===== src/rtl/mdu_pkg.sv =====
// Shared types and widths for the MDU issue/writeback controller.
package mdu_pkg;

  localparam int XLEN = 32;
  localparam int REGW = 5;

  typedef enum logic [2:0] {
    MUL    = 3'b000,
    MULH   = 3'b001,
    MULHSU = 3'b010,
    MULHU  = 3'b011,
    DIV    = 3'b100,
    DIVU   = 3'b101,
    REM    = 3'b110,
    REMU   = 3'b111
  } mdu_op_e;

  typedef enum logic [1:0] {
    ST_IDLE  = 2'd0,
    ST_ISSUE = 2'd1,
    ST_WAIT  = 2'd2,
    ST_WB    = 2'd3
  } mdu_issue_state_e;

endpackage


===== src/rtl/mdu_result_cache.sv =====
// Single-entry result cache: remembers the last completed op/operands and its result.
module mdu_result_cache #(
  parameter int XLEN     = mdu_pkg::XLEN,
  parameter int CACHE_EN = 1
) (
  input  logic            clk,
  input  logic            rst,
  input  logic [2:0]      lk_op_i,
  input  logic [XLEN-1:0] lk_rs1_i,
  input  logic [XLEN-1:0] lk_rs2_i,
  output logic            hit_o,
  output logic [XLEN-1:0] data_o,
  input  logic            wr_en_i,
  input  logic [2:0]      wr_op_i,
  input  logic [XLEN-1:0] wr_rs1_i,
  input  logic [XLEN-1:0] wr_rs2_i,
  input  logic [XLEN-1:0] wr_data_i
);
  import mdu_pkg::*;

  logic            valid_q, valid_d;
  mdu_op_e         op_q, op_d;
  logic [XLEN-1:0] rs1_q, rs1_d;
  logic [XLEN-1:0] rs2_q, rs2_d;
  logic [XLEN-1:0] data_q, data_d;

  // Next entry contents: overwrite on a completed MDU result.
  always_comb begin
    valid_d = valid_q;
    op_d    = op_q;
    rs1_d   = rs1_q;
    rs2_d   = rs2_q;
    data_d  = data_q;
    if (wr_en_i) begin
      valid_d = 1'b1;
      op_d    = mdu_op_e'(wr_op_i);
      rs1_d   = wr_rs1_i;
      rs2_d   = wr_rs2_i;
      data_d  = wr_data_i;
    end else begin
      valid_d = valid_q;
    end
  end

  // Entry storage, invalidated by reset.
  always_ff @(posedge clk) begin
    if (rst) begin
      valid_q <= 1'b0;
      op_q    <= MUL;
      rs1_q   <= '0;
      rs2_q   <= '0;
      data_q  <= '0;
    end else begin
      valid_q <= valid_d;
      op_q    <= op_d;
      rs1_q   <= rs1_d;
      rs2_q   <= rs2_d;
      data_q  <= data_d;
    end
  end

  // Full op and full-width operand compare so DIV/REM never alias.
  assign hit_o  = (CACHE_EN != 0) && valid_q && (op_q == mdu_op_e'(lk_op_i)) &&
                  (rs1_q == lk_rs1_i) && (rs2_q == lk_rs2_i);
  assign data_o = data_q;

endmodule


===== src/rtl/mdu_issue.sv =====
// Issue/writeback controller between EX decode and a multi-cycle MDU,
// with a one-entry repeat-op result cache.
module mdu_issue #(
  parameter int XLEN     = mdu_pkg::XLEN,
  parameter int REGW     = mdu_pkg::REGW,
  parameter int CACHE_EN = 1
) (
  input  logic            clk,
  input  logic            rst,
  input  logic            req_valid_i,
  output logic            req_ready_o,
  input  logic [2:0]      funct3_i,
  input  logic [XLEN-1:0] rs1_data_i,
  input  logic [XLEN-1:0] rs2_data_i,
  input  logic [REGW-1:0] rd_addr_i,
  input  logic            flush_i,
  output logic            stall_o,
  output logic            mdu_valid_o,
  output logic [2:0]      mdu_op_o,
  output logic [XLEN-1:0] mdu_rs1_o,
  output logic [XLEN-1:0] mdu_rs2_o,
  input  logic            mdu_ready_i,
  input  logic [XLEN-1:0] mdu_rd_i,
  output logic            wb_valid_o,
  output logic [REGW-1:0] wb_rd_addr_o,
  output logic [XLEN-1:0] wb_data_o
);
  import mdu_pkg::*;

  mdu_issue_state_e state_q, state_d;
  mdu_op_e          op_q, op_d;
  logic [XLEN-1:0]  rs1_q, rs1_d;
  logic [XLEN-1:0]  rs2_q, rs2_d;
  logic [REGW-1:0]  rd_q, rd_d;
  logic [XLEN-1:0]  data_q, data_d;
  logic             kill_q, kill_d;
  logic             first_q, first_d;
  logic             ready_q, ready_d;

  logic             accept_s;
  logic             dead_s;
  logic             hit_s;
  logic             cache_wr_s;
  logic [XLEN-1:0]  cache_data_s;

  assign accept_s = ready_q && (state_q == ST_IDLE) && req_valid_i && !flush_i;
  assign dead_s   = (rd_addr_i == '0);

  mdu_result_cache #(
    .XLEN     (XLEN),
    .CACHE_EN (CACHE_EN)
  ) u_cache (
    .clk       (clk),
    .rst       (rst),
    .lk_op_i   (funct3_i),
    .lk_rs1_i  (rs1_data_i),
    .lk_rs2_i  (rs2_data_i),
    .hit_o     (hit_s),
    .data_o    (cache_data_s),
    .wr_en_i   (cache_wr_s),
    .wr_op_i   (op_q),
    .wr_rs1_i  (rs1_q),
    .wr_rs2_i  (rs2_q),
    .wr_data_i (mdu_rd_i)
  );

  // Next-state and holding-register update.
  always_comb begin
    state_d    = state_q;
    op_d       = op_q;
    rs1_d      = rs1_q;
    rs2_d      = rs2_q;
    rd_d       = rd_q;
    data_d     = data_q;
    kill_d     = kill_q;
    first_d    = first_q;
    cache_wr_s = 1'b0;
    case (state_q)
      ST_IDLE: begin
        kill_d = 1'b0;
        if (accept_s) begin
          op_d  = mdu_op_e'(funct3_i);
          rs1_d = rs1_data_i;
          rs2_d = rs2_data_i;
          rd_d  = rd_addr_i;
          if (dead_s) begin
            state_d = ST_IDLE;
          end else if (hit_s) begin
            data_d  = cache_data_s;
            state_d = ST_WB;
          end else begin
            state_d = ST_ISSUE;
          end
        end else begin
          state_d = ST_IDLE;
        end
      end
      ST_ISSUE: begin
        kill_d  = kill_q | flush_i;
        first_d = 1'b1;
        state_d = ST_WAIT;
      end
      ST_WAIT: begin
        kill_d = kill_q | flush_i;
        // The MDU cannot be aborted; a killed op still completes and refreshes the cache.
        if (first_q) begin
          first_d = 1'b0;
        end else if (mdu_ready_i) begin
          data_d     = mdu_rd_i;
          cache_wr_s = 1'b1;
          if (kill_q || flush_i) begin
            state_d = ST_IDLE;
          end else begin
            state_d = ST_WB;
          end
        end else begin
          state_d = ST_WAIT;
        end
      end
      ST_WB: begin
        state_d = ST_IDLE;
      end
      default: begin
        state_d = ST_IDLE;
      end
    endcase
    ready_d = (state_d == ST_IDLE);
  end

  // State and holding registers.
  always_ff @(posedge clk) begin
    if (rst) begin
      state_q <= ST_IDLE;
      op_q    <= MUL;
      rs1_q   <= '0;
      rs2_q   <= '0;
      rd_q    <= '0;
      data_q  <= '0;
      kill_q  <= 1'b0;
      first_q <= 1'b0;
      ready_q <= 1'b0;
    end else begin
      state_q <= state_d;
      op_q    <= op_d;
      rs1_q   <= rs1_d;
      rs2_q   <= rs2_d;
      rd_q    <= rd_d;
      data_q  <= data_d;
      kill_q  <= kill_d;
      first_q <= first_d;
      ready_q <= ready_d;
    end
  end

  assign req_ready_o  = ready_q;
  assign stall_o      = (state_q != ST_IDLE) || (accept_s && !dead_s);
  assign mdu_valid_o  = (state_q == ST_ISSUE);
  assign mdu_op_o     = op_q;
  assign mdu_rs1_o    = rs1_q;
  assign mdu_rs2_o    = rs2_q;
  assign wb_valid_o   = (state_q == ST_WB) && !flush_i;
  assign wb_rd_addr_o = rd_q;
  assign wb_data_o    = data_q;

endmodule


===== config.mk =====
export PLATFORM = sky130hd
export DESIGN_NAME = mdu_issue
export DESIGN_NICKNAME = d
export VERILOG_FILES = /design/src/rtl/mdu_pkg.sv /design/src/rtl/mdu_result_cache.sv /design/src/rtl/mdu_issue.sv
export SDC_FILE = /design/constraint.sdc
export NUM_CORES = 1
export LEC_CHECK = 0
export CELL_PAD_IN_SITES_DETAIL_PLACEMENT = 0
export CELL_PAD_IN_SITES_GLOBAL_PLACEMENT = 1
export CORE_AREA = 4 4 159 161
export CTS_BUF_LIST = sky130_fd_sc_hd__clkbuf_16
export CTS_CLUSTER_DIAMETER = 60
export DETAILED_ROUTE_END_ITERATION = 16
export DIE_AREA = 0 0 163 165
export PLACE_DENSITY = 0.77
export SYNTH_ARGS = -nofsm -noshare
export SYNTH_HDL_FRONTEND = slang
export SYNTH_SLANG_ARGS = --single-unit
export TNS_END_PERCENT = 50

===== constraint.sdc =====
create_clock -name clk -period 3.3 [get_ports clk]
set_input_delay 0.33 -clock clk [delete_from_list [all_inputs] [get_ports clk]]
set_output_delay 0.33 -clock clk [all_outputs]
set_load 0.01 [all_outputs]

==> results_dict.tcl <==
set metrics [dict create \
    postCtsSetupBuffers 0 \
    via_per_inst 4.84 \
    final_nets 1352 \
    slew-limit-headroom 0.399 \
    numCtsBuffers 25 \
    hpwlAfterDp_um 18100 \
    hold_viol 0 \
    vias 7638 \
    clkSinkCount 209 \
    syn_avg_cell_area_um2 8.09 \
    firstDrtPassIters 5 \
    p_comb_frac 0.109 \
    drt_iter0_drc 406 \
    place_congestion 0.805 \
    track_usage 0.190 \
    seq_area_frac_synth 0.492 \
    grt_max_degree 93 \
    cellPowerDensity_nw_per_um2 505 \
    io_pins 217 \
    cts_resized 0 \
    synthTopCellsByArea "dfxtp_1, nand2_1, a21oi_1, mux2i_1, a311oi_1" \
    drt-total-wl_um 26500 \
    detail-route-antenna-nets 0 \
    area_delta_synth_final_pct 38.2 \
    p_seq_frac 0.445 \
    setup_tns_ns 0 \
    cts_tree "built" \
    outcome "finished, final reports clean" \
    die_h_um 165 \
    power_mw 5.93 \
    critPathCaptureType "register" \
    worst_slew_pin_slew_ns 0.901 \
    max_freq_ghz 0.374 \
    drv_slew 0 \
    p_sw_mw 1.41 \
    grt_pass1_vias 7363 \
    mostFrequentLayoutCells "nand2_1, clkdlybuf4s50_1, dfxtp_1, a21oi_1" \
    gr-total-overflow 0 \
    arrival_ns 3.07 \
    clk_latency_ns 0.51 \
    syn-cell-area_um2 8510 \
    layout_commonest_cell "nand2_1" \
    leakagePower_nw 3.86 \
    finalCritPeriodShare 0.811 \
    htreeDepth 1 \
    drc 0 \
    row_count 57 \
    ys.warnings.count 0 \
    cts.reportedPaths.clkPinSlew_ns 0.06 \
    antenna_found_initial 2 \
    dp.cells 1534 \
    worstPathMaxFanout 16 \
    die_w_um 163 \
    layout_min_cycle_time_ns 2.68 \
    setup_ws_ns 0.623 \
    grt_first_pass_wirelength_um 40900 \
    synthFlopType "dfxtp_1" \
    hold_buffers 0 \
    required_ns 3.70 \
    worst-setup-path-type "reg -> reg" \
    hold_slack_ns 0.354 \
    async_flop_share 0 \
    drt-wirelength-per-cell_um 16.8 \
    synth_top_area_cell "dfxtp_1" \
    synth_edf_count 0 \
    rrSetupSlack_ns 0.62 \
    ctsLongestPathBuffers 3 \
    rsz0062_at_grt "false" \
    p_int_mw 4.52 \
    core_um2 24000 \
    diodes 0 \
    cap_violations 0 \
    setup_violations 0 \
    ir_drop_uv 342 \
    stdcell_count 1577 \
    min_path_type "in -> reg" \
    synth_cell_types 39 \
    syn_nets 1167 \
    ys_seq_elements 209 \
    synthCells 1052 \
    swShare 0.238 \
    root_buffer "clkbuf_16" \
    drive_gt1_frac 0.0495 \
    numPortBuffers 216 \
    initial_core_util 0.355 \
    final.setup_skew_ns 0.0114 \
    synth_top_area_frac 0.492 \
    dieArea_um2 26900 \
    pre_cts_ws_ns 0.230 \
    pwr-share-clk 0.446 \
    worstSetupStartpointType "register" \
]
cells in the mapped netlist (all sizes together) (2+ instances only):
cell type,instances
a2111o,2
a2111oi,4
a21oi,207
a221oi,2
a311oi,32
buf,11
clkbuf,66
dfxtp,209
ha,6
inv,19
mux2i,32
nand2,347
nand2b,2
nand4,8
nor2,10
nor2b,18
nor3,2
nor4,7
o21ai,4
o221ai,3
o22ai,3
or4,2
xnor2,23
xor2,23
per-layer routing:
metal	vias to the layer above	routed length, um	share of wire	global-route usage
met2	204	12300	0.46	0.318
li1	3914	-	-	-
met5	-	28	0.0011	0
met3	36	2040	0.077	0.0589
met1	3480	11700	0.44	0.243
met4	4	433	0.016	0.0351
power by group through the flow:
stage	clock [mW]	sequential [mW]	combinational, mW
detailed placement	0	2.69	0.653
global placement	0	2.69	0.648
global route	2.82	2.65	0.700
finish	2.65	2.64	0.646
floorplan	0	2.71	0.252
CTS	2.73	2.64	0.655
registers in the layout, indices dropped and copies added, names as in the netlist:
register / flops
mdu_rs1_o: 32
mdu_rs2_o: 32
u_cache.data_o: 32
u_cache.rs1_q: 32
u_cache.rs2_q: 32
wb_data_o: 32
wb_rd_addr_o: 5
mdu_op_o: 3
u_cache.op_q: 3
state_q: 2
first_q: 1
kill_q: 1
req_ready_o: 1
u_cache.valid_q: 1
logic make-up (layout without fill, tap and decap cells):
| kind of cell | after synthesis | count (layout) | synth area share |
|---|---|---|---|
| compound gates | 260 | 260 | 0.175 |
| xor+xnor | 46 | 46 | 0.0474 |
| mux | 32 | 32 | 0.0377 |
| simple gates | 403 | 403 | 0.194 |
| flops | 209 | 209 | 0.492 |
| fa+ha+maj | 6 | 6 | 0.00882 |
| buf+inv | 96 | 297 | 0.0454 |
worst paths after layout:
| check | start | cells past startpoint | endpoint |
|---|---|---|---|
| max | state_q[1] | 11 | wb_data_o[8] |
| min | rst | 2 | state_q[1] |
| max reg2reg | state_q[1] | 11 | wb_data_o[8] |
| min reg2reg | u_cache.data_o[4] | 2 | u_cache.data_o[4] |
area by class of cell:
class,count,area [um^2]
Inverter,19,71.3
Clock inverter,18,165
Fill cell,2352,12200
Tap cell,324,405
Timing Repair Buffer,235,2340
Sequential cell,209,4180
Clock buffer,25,626
Multi-Input combinational cell,747,3960
stage by stage:
stage	utilization	instance area, um^2
6_report	0.491	11800
2_1_floorplan	-	8510
3_3_place_gp	0.458	11000
5_1_grt	0.491	11800
4_1_cts	0.491	11800
3_5_place_dp	0.458	11000
critical path, stage by stage (launching register included):
cell      delay (ns)
dfxtp_1         0.34
inv_1           0.13
ha_1            0.19
nand4b_1        0.14
a21oi_1         0.15
buf_4           0.15
nand2_1         0.07
or4_4           0.57
o21ai_4         0.21
buf_4           0.24
a21oi_1         0.10
a311oi_1        0.28
No activity file was read; power rests on OpenSTA's default activity.
